--- src/rtl/vrf_pkg.sv ---
// Shared types and defaults for the vector register file.
// Module-level parameters override the defaults; the typedefs describe the default shape.
package vrf_pkg;

  localparam int VRF_NREGS  = 8;
  localparam int VRF_LANES  = 8;
  localparam int VRF_LANE_W = 32;
  localparam int VREG_AW    = $clog2(VRF_NREGS);

  typedef logic [VRF_LANE_W-1:0] lane_t;
  typedef lane_t [VRF_LANES-1:0] vreg_t;
  typedef logic [VREG_AW-1:0]    vaddr_t;

  // Clear sweep runs after every reset before the array accepts traffic.
  typedef enum logic {
    INIT_SWEEP = 1'b0,
    READY      = 1'b1
  } sweep_state_t;

endpackage

--- src/rtl/vrf_scoreboard.sv ---
// Pending-write scoreboard: one bit per register, set on issue, cleared on writeback.
// A same-edge issue and writeback to one register leaves it pending.
module vrf_scoreboard #(
  parameter  int NREGS = 8,
  localparam int AW    = $clog2(NREGS)
) (
  input  logic          clk,
  input  logic          reset,
  input  logic          clr_en,
  input  logic [AW-1:0] clr_addr,
  input  logic          set_en,
  input  logic [AW-1:0] set_addr,
  input  logic [AW-1:0] ra1,
  input  logic [AW-1:0] ra2,
  output logic          busy1,
  output logic          busy2
);

  logic [NREGS-1:0] sb;
  logic [NREGS-1:0] sb_next;

  // Clear first so a same-edge set to the same register wins.
  always_comb begin
    sb_next = sb;
    if (clr_en) sb_next[clr_addr] = 1'b0;
    if (set_en) sb_next[set_addr] = 1'b1;
  end

  always_ff @(negedge clk) begin
    if (reset) sb <= '0;
    else       sb <= sb_next;
  end

  assign busy1 = sb[ra1];
  assign busy2 = sb[ra2];

endmodule

--- src/rtl/register_file_vec_sb.sv ---
// Vector register file: two combinational reads, one lane-masked write, pending-write
// scoreboard and a post-reset clear sweep. All state updates on the falling edge.
module register_file_vec_sb
  import vrf_pkg::*;
#(
  parameter  int NREGS      = VRF_NREGS,
  parameter  int LANES      = VRF_LANES,
  parameter  int LANE_W     = VRF_LANE_W,
  parameter  int ALIAS_LAST = 1,
  localparam int AW         = $clog2(NREGS),
  localparam int DW         = LANES * LANE_W
) (
  input  logic          clk,
  input  logic          reset,
  input  logic [AW-1:0] ra1,
  input  logic [AW-1:0] ra2,
  output logic [DW-1:0] rd1,
  output logic [DW-1:0] rd2,
  output logic          busy1,
  output logic          busy2,
  input  logic          we,
  input  logic [AW-1:0] wa,
  input  logic [DW-1:0] wd,
  input  logic [LANES-1:0] wmask,
  input  logic          issue_valid,
  input  logic [AW-1:0] issue_rd,
  input  logic [31:0]   pc_val,
  output logic          init_busy
);

  localparam logic [AW-1:0] LAST_REG  = AW'(NREGS - 1);
  localparam logic          ALIAS_ON  = (ALIAS_LAST != 0);

  sweep_state_t  state;
  sweep_state_t  state_next;
  logic [AW-1:0] ptr;
  logic [AW-1:0] ptr_next;
  logic          ready;

  logic [DW-1:0] rf [NREGS];

  assign ready     = (state == READY);
  assign init_busy = ~ready;

  // Sweep FSM: one register cleared per edge, ready after the last one.
  always_comb begin
    state_next = state;
    ptr_next   = ptr;
    case (state)
      INIT_SWEEP: begin
        ptr_next = ptr + AW'(1);
        if (ptr == LAST_REG) state_next = READY;
      end
      READY:   state_next = READY;
      default: state_next = INIT_SWEEP;
    endcase
  end

  always_ff @(negedge clk) begin
    if (reset) begin
      state <= INIT_SWEEP;
      ptr   <= '0;
    end else begin
      state <= state_next;
      ptr   <= ptr_next;
    end
  end

  // Single write port shared by the sweep and writeback so the array maps to one-port-write RAM.
  logic             wr_en;
  logic [AW-1:0]    wr_addr;
  logic [LANES-1:0] wr_lane_en;
  logic [DW-1:0]    wr_data;

  always_comb begin
    wr_en      = 1'b0;
    wr_addr    = wa;
    wr_lane_en = wmask;
    wr_data    = wd;
    if (!reset) begin
      if (!ready) begin
        wr_en      = 1'b1;
        wr_addr    = ptr;
        wr_lane_en = '1;
        wr_data    = '0;
      end else if (we) begin
        wr_en = 1'b1;
      end
    end
  end

  always_ff @(negedge clk) begin
    if (wr_en) begin
      for (int i = 0; i < LANES; i++) begin
        if (wr_lane_en[i]) rf[wr_addr][i*LANE_W +: LANE_W] <= wr_data[i*LANE_W +: LANE_W];
      end
    end
  end

  logic sb_busy1;
  logic sb_busy2;

  vrf_scoreboard #(
    .NREGS (NREGS)
  ) u_scoreboard (
    .clk      (clk),
    .reset    (reset),
    .clr_en   (we & ready),
    .clr_addr (wa),
    .set_en   (issue_valid & ready),
    .set_addr (issue_rd),
    .ra1      (ra1),
    .ra2      (ra2),
    .busy1    (sb_busy1),
    .busy2    (sb_busy2)
  );

  logic          alias1;
  logic          alias2;
  logic [DW-1:0] pc_ext;

  assign alias1 = ALIAS_ON && (ra1 == LAST_REG);
  assign alias2 = ALIAS_ON && (ra2 == LAST_REG);
  assign pc_ext = DW'(pc_val);

  // No write-to-read bypass: the falling-edge write lands before second-half reads.
  always_comb begin
    rd1 = '0;
    rd2 = '0;
    if (ready) begin
      rd1 = alias1 ? pc_ext : rf[ra1];
      rd2 = alias2 ? pc_ext : rf[ra2];
    end
  end

  assign busy1 = ready & sb_busy1 & ~alias1;
  assign busy2 = ready & sb_busy2 & ~alias2;

endmodule

--- config.mk ---
export PLATFORM = sky130hd
export DESIGN_NAME = register_file_vec_sb
export DESIGN_NICKNAME = d
export VERILOG_FILES = /design/src/rtl/vrf_pkg.sv /design/src/rtl/vrf_scoreboard.sv /design/src/rtl/register_file_vec_sb.sv
export SDC_FILE = /design/constraint.sdc
export NUM_CORES = 2
export LEC_CHECK = 0
export CAP_MARGIN = 20
export CORE_AREA = 2 2 619 621
export CTS_CLUSTER_DIAMETER = 100
export DETAILED_ROUTE_END_ITERATION = 7
export DIE_AREA = 0 0 621 623
export HOLD_SLACK_MARGIN = 0.15
export PLACE_DENSITY_LB_ADDON = 0.3
export SETUP_SLACK_MARGIN = 0.15
export SKIP_LAST_GASP = 1
export SYNTH_ARGS = -nofsm -noshare
export SYNTH_HDL_FRONTEND = slang
export SYNTH_SLANG_ARGS = --single-unit
--- constraint.sdc ---
create_clock -name clk -period 14.78 [get_ports clk]
set_input_delay 2.956 -clock clk [delete_from_list [all_inputs] [get_ports clk]]
set_output_delay 2.956 -clock clk [all_outputs]
set_load 0.01 [all_outputs]
==> results.cfg <==
[yosys]
yosysWarnings = 0
avgSynthCellArea_um2 = 16.3
ys_ff_latch = 1803
netlist_area_um2 = 87100
synth.yosys.seq_area_share = 0.620
ys.flop_type = edfxtp_1
async_flop_share = 0
synth_cell_types = 48
synth-edff-count = 1792
syn-instance-count = 5353
synth_fp_nets = 5667

[global_route]
overflow = 0
grt_pass1_vias = 68100
antenna_found_initial = 54
grt_first_pass_wirelength_um = 449000
track_usage = 0.158
grt_max_degree = 142

[pwr]
ir_drop_uv = 106
pwr-share-clk = 0.508
power.switching_mw = 4.21
intPower_mw = 10.1
p_seq_frac = 0.414
pwr-share-comb = 0.078
power_density_nw_per_um2 = 125
cellLeakagePower_nw = 47.3
p_sw_frac = 0.294

[critical_path]
crit_slowest_cell = dfxtp_4
reg2reg_depth = 5
max_stage_delay_ns = 0.72
startpoint_type = flip-flop
crit_family = buffers and inverters
r2r_start = ready
path_max_fanout = 53
endpoint_kind = output port
r2r-end = rf[2][206]
critPathRequiredTime_ns = 11.82
crit_chain = buf_12 -> buf_12 -> o21ai_0 -> a21oi_1 -> clkdlybuf4s50_1
criticalPathCategory = reg2out
crit_buf_inv = 3
rrSetupSlack_ns = 11.34
arrival_ns = 11.12
crit_path_frequent_cell = buf_12

[timing]
final.setup.worst_slack_ns = 0.699
rsz0062_at_grt = false
tightestPinTransition_ns = 1.20
setup_viol = 0
holdWs_ns = 0.489
hold_viol = 0
setup_tns_ns = 0
drv_slew = 0
relSlewSlack = 0.203
skew_ns = 0.0701

[floorplanning]
die_h_um = 623
initial_core_util = 0.229
row_count = 227
ios = 827
dieWidth_um = 621
coreArea_um2 = 381000
die_area_um2 = 387000

[placement]
place_ws_ns = 1.30
placed_area_um2 = 101000
portBuffers = 826
dp_hpwl_um = 186000
gp_congestion = 0.775

[finish]
final_cell_mix = inv_1 (2144), edfxtp_1 (1792), clkdlybuf4s50_1 (819)
n_fill_cell = 38600
drive_gt1_frac = 0.145
layout_commonest_cell = inv_1
fin_nets = 8144
area_delta_synth_final_pct = 31.7
final_area_um2 = 115000

[routing]
first_pass_iters = 5
drt_iter0_drc = 3974
vias_per_cell = 4.71
wl_um = 319000
wl_per_cell_um = 24.4
drc = 0
ant_nets = 0
vias = 61500

[worst_hold_path]
hold_path_class = reg2reg
hold_path_end = u_scoreboard.sb[1]
whs_path_depth = 2
min-delay-start = u_scoreboard.sb[1]

[clock_tree]
post_cts_buffers = 0
clk_pin_slew_ns = 0.03
htree_levels = 4
cts_tree = yes
cts_resized = 0
numCtsBuffers = 220
cts_sinks = 1803
insertion_delay_ns = 0.91
cts_root_buf = clkbuf_16
clock_path_buffers = 4
cts_hold_buf = 0

[outcome]
status = completed

[job]
maxCapViolations = 0
[power by group through the flow]
stage               clock network, mW  logic [mW]  registers [mW]
floorplan                       0.721       0.702            5.98
global placement                0.721        1.13            5.98
detailed placement              0.721        1.14            5.99
CTS                              7.57        1.15            5.93
global route                     8.13        1.20            5.94
finish                           7.27        1.12            5.93
[synthesized netlist by cell type (2+ instances only)]
library cell / instances / area, um2
a21o_1: 8 / 60.1
a21oi_1: 286 / 1430
a2bb2oi_1: 223 / 1950
a31oi_2: 2 / 25.0
and2_1: 256 / 1600
buf_1: 24 / 90.1
buf_2: 112 / 561
buf_4: 26 / 195
buf_6: 84 / 946
clkbuf_1: 254 / 953
dfxtp_1: 11 / 220
edfxtp_1: 1792 / 53800
ha_1: 2 / 25.0
inv_1: 284 / 1070
mux2_2: 110 / 1240
mux2i_1: 494 / 4940
mux4_2: 504 / 11400
nand2_1: 16 / 60.1
nand2b_1: 7 / 43.8
nand3_1: 2 / 10.0
nand3b_1: 2 / 15.0
nor2_1: 15 / 56.3
nor2b_1: 3 / 18.8
nor3_1: 48 / 240
nor4_1: 2 / 12.5
nor4b_1: 2 / 17.5
o211a_1: 225 / 2250
o21a_1: 11 / 82.6
o21ai_0: 201 / 1010
o21ai_1: 30 / 150
o221ai_1: 278 / 2430
o22a_1: 2 / 17.5
o22ai_1: 20 / 125
o31ai_1: 2 / 15.0
or2_2: 2 / 12.5
[layout make-up]
type                       count  area [um2]  share of cell area
multi-input combinational   2766       29700               0.259
clock inverter              1978        8460              0.0737
tap                         5038        6300              0.0549
inverter                     283        1060             0.00926
clock buffer                 221        5530              0.0482
sequential                  1803       54000               0.471
timing repair buffer         953        9600              0.0837
antenna                       25        62.6            0.000545
[cell families after synthesis]
kind of cell | after synthesis | share of synthesized area
flip-flops | 1803 | 0.620
AO/OA/AOI/OAI | 1291 | 0.110
multiplexers | 1109 | 0.201
buffers and inverters | 784 | 0.0437
AND/OR/NAND/NOR | 363 | 0.0247
adder cells (fa/ha/maj) | 2 | 0.000287
XOR/XNOR | 1 | 0.000101
[routing by layer]
layer  global-route usage  up-vias  part of all wire  wire length, um
met5                    0        -           0.00031              100
met1                0.178    31700              0.39           123000
li1                     -    26900                 -                -
met3               0.0485      537             0.068            21700
met4               0.0900       16             0.042            13300
met2                0.266     2325              0.50           160000
[worst reg2reg max path: stages (launching register included)]
cell and delay [ns]:
dfxtp_4 0.52, buf_4 0.27, nor2_2 0.36, mux2_1 0.73, nor3_2 0.51, buf_4 0.60
[sequential cells by signal, summed over array words and instances, names as in the netlist]
register and flops:
ptr 3, rf 1792, ready 1, u_scoreboard.sb 7
[metrics by stage]
stage | instances | utilization | power [mW]
final | 13100 | 0.302 | 14.3
after global routing | 13100 | 0.301 | 15.3
after CTS | 13000 | 0.301 | 14.6
after detailed placement | 10800 | 0.265 | 7.86
after global placement | 10800 | 0.265 | 7.83
after floorplan | 5353 | - | 7.40
[worst max path at each step]
stage	from	endpoint	cells after the start
2_1_floorplan	reset	rf[5][160]	4
3_3_place_gp	wa[0]	rf[5][63]	5
3_5_place_dp	wa[0]	rf[5][13]	5
4_1_cts	ready	rd1[251]	5
5_1_grt	ready	rd1[251]	5
6_report	ready	rd1[251]	5
Power figures use the tool's default switching activity.
